### src/rtl/router_fsm_pkg.sv
// Shared definitions for the 1x3 packet router control FSM.
// Holds the state enumeration, port/address constants and the
// per-port flag select helper used by the FSM.
package router_fsm_pkg;

  localparam int unsigned NUM_PORTS = 3;
  localparam int unsigned ADDR_W    = 2;
  localparam int unsigned STATE_W   = 3;

  localparam logic [ADDR_W-1:0] ADDR_INVALID = 2'b11;

  typedef enum logic [STATE_W-1:0] {
    DECODE_ADDRESS     = 3'd0,
    LOAD_FIRST_DATA    = 3'd1,
    LOAD_DATA          = 3'd2,
    FIFO_FULL_STATE    = 3'd3,
    LOAD_AFTER_FULL    = 3'd4,
    LOAD_PARITY        = 3'd5,
    CHECK_PARITY_ERROR = 3'd6,
    WAIT_TILL_EMPTY    = 3'd7
  } state_e;

  // Select the flag of one port; the invalid address selects nothing.
  function automatic logic port_sel(input logic [ADDR_W-1:0]    addr,
                                    input logic [NUM_PORTS-1:0] flags);
    logic sel;
    sel = 1'b0;
    case (addr)
      2'd0:    sel = flags[0];
      2'd1:    sel = flags[1];
      2'd2:    sel = flags[2];
      default: sel = 1'b0;
    endcase
    return sel;
  endfunction

endpackage

### src/rtl/router_fsm.sv
// Control FSM of the 1x3 packet router.
// Decodes the header address, sequences header/payload/parity loading,
// stalls while the addressed FIFO is full and aborts on that port's
// soft reset. Outputs are Moore decodes of the state register.
//
// Ports:
//   clock, resetn                 clock and synchronous active-low reset
//   pkt_valid                     high on header/payload, low on parity
//   data_in[1:0]                  header address (used in DECODE_ADDRESS)
//   fifo_full                     full flag of the addressed FIFO
//   fifo_empty_0/1/2              per-port FIFO empty flags
//   soft_reset_0/1/2              per-port soft reset (read timeout)
//   parity_done                   parity byte captured
//   low_packet_valid              pkt_valid fell while FIFO was full
//   detect_add .. busy            state decodes (see bodies below)
module router_fsm
  import router_fsm_pkg::*;
(
  input  logic              clock,
  input  logic              resetn,
  input  logic              pkt_valid,
  input  logic [ADDR_W-1:0] data_in,
  input  logic              fifo_full,
  input  logic              fifo_empty_0,
  input  logic              fifo_empty_1,
  input  logic              fifo_empty_2,
  input  logic              soft_reset_0,
  input  logic              soft_reset_1,
  input  logic              soft_reset_2,
  input  logic              parity_done,
  input  logic              low_packet_valid,
  output logic              detect_add,
  output logic              lfd_state,
  output logic              ld_state,
  output logic              laf_state,
  output logic              full_state,
  output logic              write_enb_reg,
  output logic              rst_int_reg,
  output logic              busy
);

  state_e              r_state;
  state_e              w_next_state;
  logic [ADDR_W-1:0]   r_addr;
  logic                w_addr_load;
  logic [NUM_PORTS-1:0] w_empty_vec;
  logic [NUM_PORTS-1:0] w_srst_vec;
  logic                w_hdr_valid;
  logic                w_hdr_empty;
  logic                w_addr_empty;
  logic                w_addr_srst;

  assign w_empty_vec = {fifo_empty_2, fifo_empty_1, fifo_empty_0};
  assign w_srst_vec  = {soft_reset_2, soft_reset_1, soft_reset_0};

  // State and latched destination address.
  always_ff @(posedge clock) begin
    if (!resetn) begin
      r_state <= DECODE_ADDRESS;
      r_addr  <= '0;
    end else begin
      r_state <= w_next_state;
      if (w_addr_load) begin
        r_addr <= data_in;
      end
    end
  end

  // Next-state logic and Moore output decodes.
  always_comb begin
    w_hdr_valid   = pkt_valid && (data_in != ADDR_INVALID);
    w_hdr_empty   = port_sel(data_in, w_empty_vec);
    w_addr_empty  = port_sel(r_addr, w_empty_vec);
    w_addr_srst   = port_sel(r_addr, w_srst_vec);
    w_addr_load   = (r_state == DECODE_ADDRESS) && w_hdr_valid;
    w_next_state  = r_state;

    detect_add    = 1'b0;
    lfd_state     = 1'b0;
    ld_state      = 1'b0;
    laf_state     = 1'b0;
    full_state    = 1'b0;
    write_enb_reg = 1'b0;
    rst_int_reg   = 1'b0;
    busy          = 1'b1;

    case (r_state)
      DECODE_ADDRESS: begin
        detect_add = 1'b1;
        busy       = 1'b0;
        if (w_hdr_valid) begin
          w_next_state = w_hdr_empty ? LOAD_FIRST_DATA : WAIT_TILL_EMPTY;
        end
      end
      LOAD_FIRST_DATA: begin
        lfd_state    = 1'b1;
        w_next_state = LOAD_DATA;
      end
      LOAD_DATA: begin
        ld_state      = 1'b1;
        write_enb_reg = 1'b1;
        busy          = 1'b0;
        if (fifo_full) begin
          w_next_state = FIFO_FULL_STATE;
        end else if (!pkt_valid) begin
          w_next_state = LOAD_PARITY;
        end
      end
      FIFO_FULL_STATE: begin
        full_state = 1'b1;
        if (!fifo_full) begin
          w_next_state = LOAD_AFTER_FULL;
        end
      end
      LOAD_AFTER_FULL: begin
        laf_state     = 1'b1;
        write_enb_reg = 1'b1;
        if (parity_done) begin
          w_next_state = DECODE_ADDRESS;
        end else if (low_packet_valid) begin
          w_next_state = LOAD_PARITY;
        end else begin
          w_next_state = LOAD_DATA;
        end
      end
      LOAD_PARITY: begin
        write_enb_reg = 1'b1;
        w_next_state  = CHECK_PARITY_ERROR;
      end
      CHECK_PARITY_ERROR: begin
        rst_int_reg  = 1'b1;
        w_next_state = fifo_full ? FIFO_FULL_STATE : DECODE_ADDRESS;
      end
      WAIT_TILL_EMPTY: begin
        if (w_addr_empty) begin
          w_next_state = LOAD_FIRST_DATA;
        end
      end
      default: begin
        w_next_state = DECODE_ADDRESS;
      end
    endcase

    // A soft reset of the port being served abandons the packet.
    if ((r_state != DECODE_ADDRESS) && w_addr_srst) begin
      w_next_state = DECODE_ADDRESS;
    end
  end

endmodule
### config.mk
export PLATFORM = sky130hd
export DESIGN_NAME = router_fsm
export DESIGN_NICKNAME = d
export VERILOG_FILES = /design/src/rtl/router_fsm_pkg.sv /design/src/rtl/router_fsm.sv
export SDC_FILE = /design/constraint.sdc
export NUM_CORES = 1
export LEC_CHECK = 0
export ABC_AREA = 1
export BUFFER_PORTS_ARGS = -buffer_cell sky130_fd_sc_hd__buf_2
export CORE_AREA = 2 2 41 43
export DETAILED_ROUTE_END_ITERATION = 8
export DIE_AREA = 0 0 43 45
export PLACE_DENSITY_LB_ADDON = 0.15
export SYNTH_ARGS = -nofsm -noshare
export SYNTH_HDL_FRONTEND = slang
export SYNTH_SLANG_ARGS = --single-unit
### constraint.sdc
create_clock -name clock -period 2.2 [get_ports clock]
set_input_delay 0.33 -clock clock [delete_from_list [all_inputs] [get_ports clock]]
set_output_delay 0.33 -clock clock [all_outputs]
set_load 0.01 [all_outputs]
## Word-level counts from Yosys, hierarchy flattened

Cells that the tools add are included.

| operators by class | value |
|---|---|
| add/subtract/negate cells | 0 |
| $mul | 0 |
| div/mod/pow operators | 0 |
| $lt $le $gt $ge | 0 |
| eq/ne operators | 16 |
| shifts and indexed selects | 0 |
| mux-type cells | 21 |
| bitwise logic cells | 1 |
| reduce and logical (&&, ||, !) cells | 11 |

Operators with widths:

| kind | count |
|---|---|
| $mux W3 | 8 |
| $pmux W3 S8 | 1 |
| $eq A3 B3 Y1 const B | 4 |
| $pmux W1 S3 | 3 |
| $mux W1 | 8 |
| $ne A2 B2 Y1 const B | 4 |
| $eq A3 B2 Y1 const B | 2 |
| $eq A2 B1 Y1 const B | 2 |
| $eq A2 B2 Y1 const B | 2 |
| $logic_not A2 Y1 | 2 |
| $reduce_and A4 Y1 | 1 |
| $reduce_or A2 Y1 | 2 |
| $eq A3 B1 Y1 const B | 1 |
| $logic_and A1 B1 Y1 | 3 |
| $logic_not A3 Y1 | 1 |
| $ne A3 B3 Y1 const B | 1 |
| $reduce_bool A3 Y1 | 1 |
| $reduce_or A3 Y1 | 1 |
| $mux W2 | 1 |
| $not A1 Y1 | 1 |

| word-level totals | value |
|---|---|
| register bits after elaboration | 5 |
| bits in latches | 0 |
| RAM bits | 0 |
| ROM bits | 0 |
| input port bits | 14 |
| word-level logic and storage cells | 51 |
| memories | 0 |

## Depth between registers and ports, before layout

Gate-level depths: netlist of run 1.

| depth | value |
|---|---|
| depth in word-level cells | 5 |
| mapped depth | 10 |

## Least setup slack after synthesis of run 1

No wires, ideal clock.

| timing | value |
|---|---|
| kind | reg2out |
| from | register r_state[0] |
| to | output port write_enb_reg |
| data arrival time | 949 ps |
| data required time | 1870 ps |
| path slack | 921 ps |
| cell stages (with the launch flop) | 7 |
| path buffers | 1 |
| path through | dfxtp_1 -> buf_6 -> inv_6 -> nand2_1 -> nor2_1 -> nor2_1 -> nand2_1 |

| on the way | value |
|---|---|
| cells in the longest elaborated chain, start to end | 3 |
| elaborated cells between the ends (all ways) | 5 |
| classes of those cells | 3 x eq/ne; 1 x mux; 1 x reduce/logical |

Ends and longest elaborated chain:

| what | RTL line | RTL |
|---|---|---|
| start: declaration | router_fsm.sv:42 | `state_e r_state;` |
| start signal: assignment | router_fsm.sv:62 | `r_state <= w_next_state;` |
| $eq A3 B3 Y1 or $eq A3 B2 Y1 (tied branches) | router_fsm.sv:87 | `case (r_state)` |
| $reduce_or A3 Y1 (no line) * | - |  |
| $mux W1 * | router_fsm.sv:87 |  |
| end: declaration | router_fsm.sv:37 | `output logic write_enb_reg,` |

Every way passes the cells marked *; elsewhere a longest branch is shown, timed or not.

## Final worst setup path of run 1

| timing | value |
|---|---|
| from | register r_state[1] |
| to | output port write_enb_reg |

Same word-level chain as after synthesis.

==> impl_metrics.env, run 1 <==
export IMPL_status="finished clean"
export IMPL_overflow=0
export IMPL_via_count=606
export IMPL_fp_dieArea_um2=1940
export IMPL_final_max_slew_viol_count=0
export IMPL_irDropWorstVdd_mv=0.465
export IMPL_slowest_stage="dfxtp_1"
export IMPL_place_area_um2=652
export IMPL_synth_edf_count=0
export IMPL_wl_per_cell_um=9.56
export IMPL_critical_path_buf_inv_count=1
export IMPL_cpPeakStageDelay_ns=0.56
export IMPL_post_cts_resized=0
export IMPL_routed_wl_um=1210
export IMPL_via_per_inst=4.77
export IMPL_clock_path_buffers=2
export IMPL_cts_sinks=5
export IMPL_p_per_area_nw_per_um2=1110
export IMPL_synth_largest_area_cell="dfxtp_1"
export IMPL_boundaryPins=22
export IMPL_drive_above_1_share=0.315
export IMPL_stdcell_count=127
export IMPL_wl_met2_um=625
export IMPL_grt_pass1_wl_um=2090
export IMPL_final_setup_viol_count=0
export IMPL_antenna_found_initial=0
export IMPL_slew_headroom=0.725
export IMPL_synth_area_um2=561
export IMPL_synth_cells=89
export IMPL_required_ns=1.87
export IMPL_cp_start_kind="flip-flop"
export IMPL_fin_crit_sh=0.755
export IMPL_groute_usage_overall=0.143
export IMPL_num_antenna_cells=0
export IMPL_path_cells="nand2_1, nor2_1, nor2_1, nand2_1, buf_2"
export IMPL_drc=0
export IMPL_syn_nets=103
export IMPL_top_layer="met4"
export IMPL_finalCriticalPeriod_ns=1.66
export IMPL_drtIter0Drc=3
export IMPL_grt_pass1_vias=529
export IMPL_synth_area_leaders="dfxtp_1 18%, nand3_1 18%, nor2_1 10%"
export IMPL_die_y_um=45
export IMPL_syn_to_final_growth_pct=21.0
export IMPL_synth_cell_type_count=20
export IMPL_synthDominantCellAreaShare=0.179
export IMPL_fin_nets=126
export IMPL_rsz0062_at_grt="false"
export IMPL_route_met3_wl_um=58
export IMPL_core_um2=1470
export IMPL_finish_utilization=0.461
export IMPL_fillCellCount=163
export IMPL_fin_area_um2=678
export IMPL_tns_ns=0
export IMPL_avgSynthCellArea_um2=6.30
export IMPL_end_kind="output port"
export IMPL_path_clk_slew_ns=0.04
export IMPL_ant_nets=0
export IMPL_synth_common_cells="20 x nand3_1, 15 x nor2_1, 13 x nand2_1"
export IMPL_hold_path_class="primary input to flip-flop"
export IMPL_ys_seq_area_frac=0.179
export IMPL_clkLatencyLatePin_ns=0.24
export IMPL_cap_violations=0
export IMPL_synthArstFlopShare=0
export IMPL_p_leak_nw=0.381
export IMPL_postCtsSetupBuffers=0
export IMPL_ctsHoldBuffers=0
export IMPL_dpl_worst_slack_ns=0.809
export IMPL_synth_most_common_cell="nand3_1"
export IMPL_dp_cells=123
export IMPL_dr_pass1_iters=3
export IMPL_crit_family="flip-flops"
export IMPL_io_buffers=21
export IMPL_drt_met1_wl_um=514
export IMPL_max_freq_mhz=602
export IMPL_hpwl_um=1050
export IMPL_synthFlopType="dfxtp_1"
export IMPL_crit_type="flip-flop to output port"
export IMPL_rows=14
export IMPL_grt_max_degree=10
export IMPL_cts_tree="built"
export IMPL_worst_slack_ns=0.539
export IMPL_crit_fanout=9
export IMPL_finalHoldViolCount=0
export IMPL_worst_pin_slew_ns=0.412
export IMPL_initial_utilization=0.381
export IMPL_finClkSkew_ns=0.000183
export IMPL_yosys_register_bits=5
export IMPL_htree_levels=1
export IMPL_gp_congestion=0.750
export IMPL_numCtsBuffers=3
export IMPL_die_x_um=43
export IMPL_yosysWarnings=0
export IMPL_critPathArrivalTime_ns=1.33
export IMPL_cts_root_buf="clkbuf_4"
## logic make-up after synthesis
| group | after synthesis | share of synthesized area |
|---|---|---|
| simple gates | 59 | 0.554 |
| buf+inv | 19 | 0.190 |
| compound gates | 6 | 0.0781 |
| flops | 5 | 0.179 |
## power breakdown
| group | leakage (nW) | switching, mW | internal [mW] |
|---|---|---|---|
| Clock | 0.0150 | 0.0383 | 0.0686 |
| Combinational | 0.325 | 0.274 | 0.186 |
| Sequential | 0.0413 | 0.0660 | 0.121 |
## per-layer routing
layer | track usage | vias to the layer above
met4 | 0.0545 | 0
li1 | - | 327
met1 | 0.171 | 261
met3 | 0.0240 | 2
met2 | 0.258 | 16
met5 | 0 | -
## through the flow
stage	hold slack, ns	total power, mW
final	0.354	0.754
after global routing	0.352	0.830
after CTS	0.343	0.767
after detailed placement	0.578	0.653
after global placement	0.571	0.651
after floorplan	0.468	0.575
## cells in the final DEF, fill, tap and decap left out
master	instances
a21boi_4	1
nor2_4	1
a21oi_1	3
nand3_2	1
inv_1	12
clkbuf_1	1
nor2_1	15
nand3_1	20
nand2_8	1
nor2_8	1
o21ai_0	2
inv_6	1
buf_2	21
clkbuf_4	3
nand4_1	4
nand2b_1	1
clkinv_4	1
nor2_2	2
nand2_1	13
inv_2	1
inv_4	1
dfxtp_1	5
## state kept, by name (all words and copies together) (netlist names)
name and flops:
r_addr 2, r_state 3
## area by class of cell
type	instances	area, µm²	area share
multi-input combinational	65	354	0.522
inverter	16	72.6	0.107
tap	16	20.0	0.0295
clock buffer	4	26.3	0.0387
timing repair buffer	21	105	0.155
sequential	5	100	0.148
## worst reg2reg max path: stages, from the launching register on
cell     delay, ns
dfxtp_1       0.56
inv_1         0.15
nand3_1       0.12
nand2_1       0.06
a21oi_1       0.14
nand3_1       0.10
nor2_1        0.11
nor2_1        0.04
## worst paths after layout
| check | start | end | slack [ns] | cells past startpoint |
|---|---|---|---|---|
| setup reg to reg | r_state[1] | r_state[2] | 0.81 | 7 |
| hold reg to reg | r_addr[0] | r_addr[0] | 0.59 | 2 |
| setup / recovery | r_state[1] | write_enb_reg | 0.54 | 5 |
| hold / removal | resetn | r_addr[0] | 0.35 | 3 |
Note: power is estimated with default switching activity, not from simulation.
==> run 2, diff against run 1 <==
- clock period: 2.2 -> 1.47 ns (I/O delays scaled with it)
==> impl_metrics.env, run 2 (same netlist as run 1, synthesis figures left out) <==
export IMPL_finalCriticalPeriod_ns=1.36
export IMPL_boundaryPins=22
export IMPL_wl_per_cell_um=9.81
export IMPL_worst_slack_ns=0.111
export IMPL_top_register="r_state"
export IMPL_layout_commonest_cell="buf_2"
export IMPL_rows=14
export IMPL_via_per_inst=4.90
export IMPL_crit_type="flip-flop to output port"
export IMPL_htree_levels=1
export IMPL_grt_pass1_wl_um=2100
export IMPL_cts_tree="built"
export IMPL_critPathArrivalTime_ns=1.14
export IMPL_worst_pin_slew_ns=0.196
export IMPL_ctsHoldBuffers=0
export IMPL_irDropWorstVdd_mv=0.642
export IMPL_cpMostUsedCell="nand2_1"
export IMPL_antenna_found_initial=0
export IMPL_drt_met1_wl_um=512
export IMPL_groute_usage_overall=0.146
export IMPL_critical_path_buf_inv_count=2
export IMPL_die_x_um=43
export IMPL_status="finished clean"
export IMPL_worstSetupStartpoint="r_state[0]"
export IMPL_grt_max_degree=9
export IMPL_min_delay_start="resetn"
export IMPL_syn_to_final_growth_pct=23.7
export IMPL_totalPowerFinal_mw=1.16
export IMPL_required_ns=1.25
export IMPL_whs_ns=0.252
export IMPL_cap_violations=0
export IMPL_final_cell_mix="21 x buf_2, 20 x nand3_1, 14 x nor2_1"
export IMPL_via_count=627
export IMPL_tns_ns=0
export IMPL_cp_start_kind="flip-flop"
export IMPL_grt_pass1_vias=539
export IMPL_max_freq_mhz=736
export IMPL_io_buffers=21
export IMPL_final_setup_viol_count=0
export IMPL_drtIter0Drc=8
export IMPL_routed_wl_um=1260
export IMPL_fp_dieArea_um2=1940
export IMPL_finish_utilization=0.471
export IMPL_fin_crit_sh=0.925
export IMPL_slew_headroom=0.869
export IMPL_clkLatencyLatePin_ns=0.24
export IMPL_cpPeakStageDelay_ns=0.38
export IMPL_drc=0
export IMPL_reg2reg_from="r_state[1]"
export IMPL_crit_fanout=8
export IMPL_initial_utilization=0.381
export IMPL_numCtsBuffers=3
export IMPL_hold_path_class="primary input to flip-flop"
export IMPL_largest_register_ffs=3
export IMPL_route_met3_wl_um=85
export IMPL_slowest_stage="dfxtp_4"
export IMPL_p_leak_nw=0.387
export IMPL_cts_root_buf="clkbuf_4"
export IMPL_path_cells="inv_6, nand2_1, nor2_2, nor2_1, nand2_1, buf_2"
export IMPL_crit_family="flip-flops"
export IMPL_overflow=0
export IMPL_top_layer="met3"
export IMPL_core_um2=1470
export IMPL_rsz0062_at_grt="false"
export IMPL_wl_met2_um=658
export IMPL_ant_nets=0
export IMPL_clock_path_buffers=2
export IMPL_dr_pass1_iters=4
export IMPL_num_antenna_cells=0
export IMPL_die_y_um=45
export IMPL_p_per_area_nw_per_um2=1670
export IMPL_top_regs="r_state: 3 flops, r_addr: 2 flops"
export IMPL_finalHoldViolCount=0
export IMPL_path_clk_slew_ns=0.04
export IMPL_cts_sinks=5
export IMPL_gp_congestion=0.866
export IMPL_fillCellCount=170
export IMPL_dpl_worst_slack_ns=0.174
export IMPL_end_kind="output port"
export IMPL_fin_nets=127
export IMPL_hpwl_um=1090
export IMPL_final_max_slew_viol_count=0
export IMPL_finClkSkew_ns=0.00492
export IMPL_drive_above_1_share=0.348
run 2: worst min-delay path, cell delays in order:
cell and delay (ns):
buf_2 0.11, o21ai_0 0.06, a21oi_1 0.04
run 2: report_power, final:
part,switching (mW),internal (mW)
clock,0.0555,0.103
combinational,0.436,0.292
sequential,0.0814,0.189
total,0.573,0.583
run 2: worst paths after layout:
path | slack [ns] | endpoint | depth (start not counted)
min | 0.25 | r_addr[0] | 3
max | 0.11 | write_enb_reg | 6
max reg2reg | 0.29 | r_state[2] | 7
min reg2reg | 0.59 | r_addr[1] | 2
run 2: metrics by stage:
step	instances	area, µm²
after global placement	124	659
after detailed placement	124	659
final	128	693
after floorplan	89	561
after CTS	128	687
after global routing	128	693
run 2: timing repair:
| item | in CTS | in global routing |
|---|---|---|
| setup buffers | 0 | 0 |
| endpoints found under the setup margin | 1 | 3 |
| gates resized for setup | 1 | 3 |
| pin swaps | 0 | 0 |
run 2: area by class of cell:
type                            instances  area [µm²]  area share
Inverter                               16        72.6       0.105
Sequential cell                         5         105       0.152
Timing Repair Buffer                   22         113       0.162
Clock buffer                            4        26.3      0.0379
Tap cell                               16        20.0      0.0289
Multi-Input combinational cell         65         357       0.514
run 2: layer usage:
layer  GRT usage  vias up
met3      0.0480        0
met1       0.152      266
met5           0        -
met2       0.285       27
li1            -      334
met4      0.0364        0
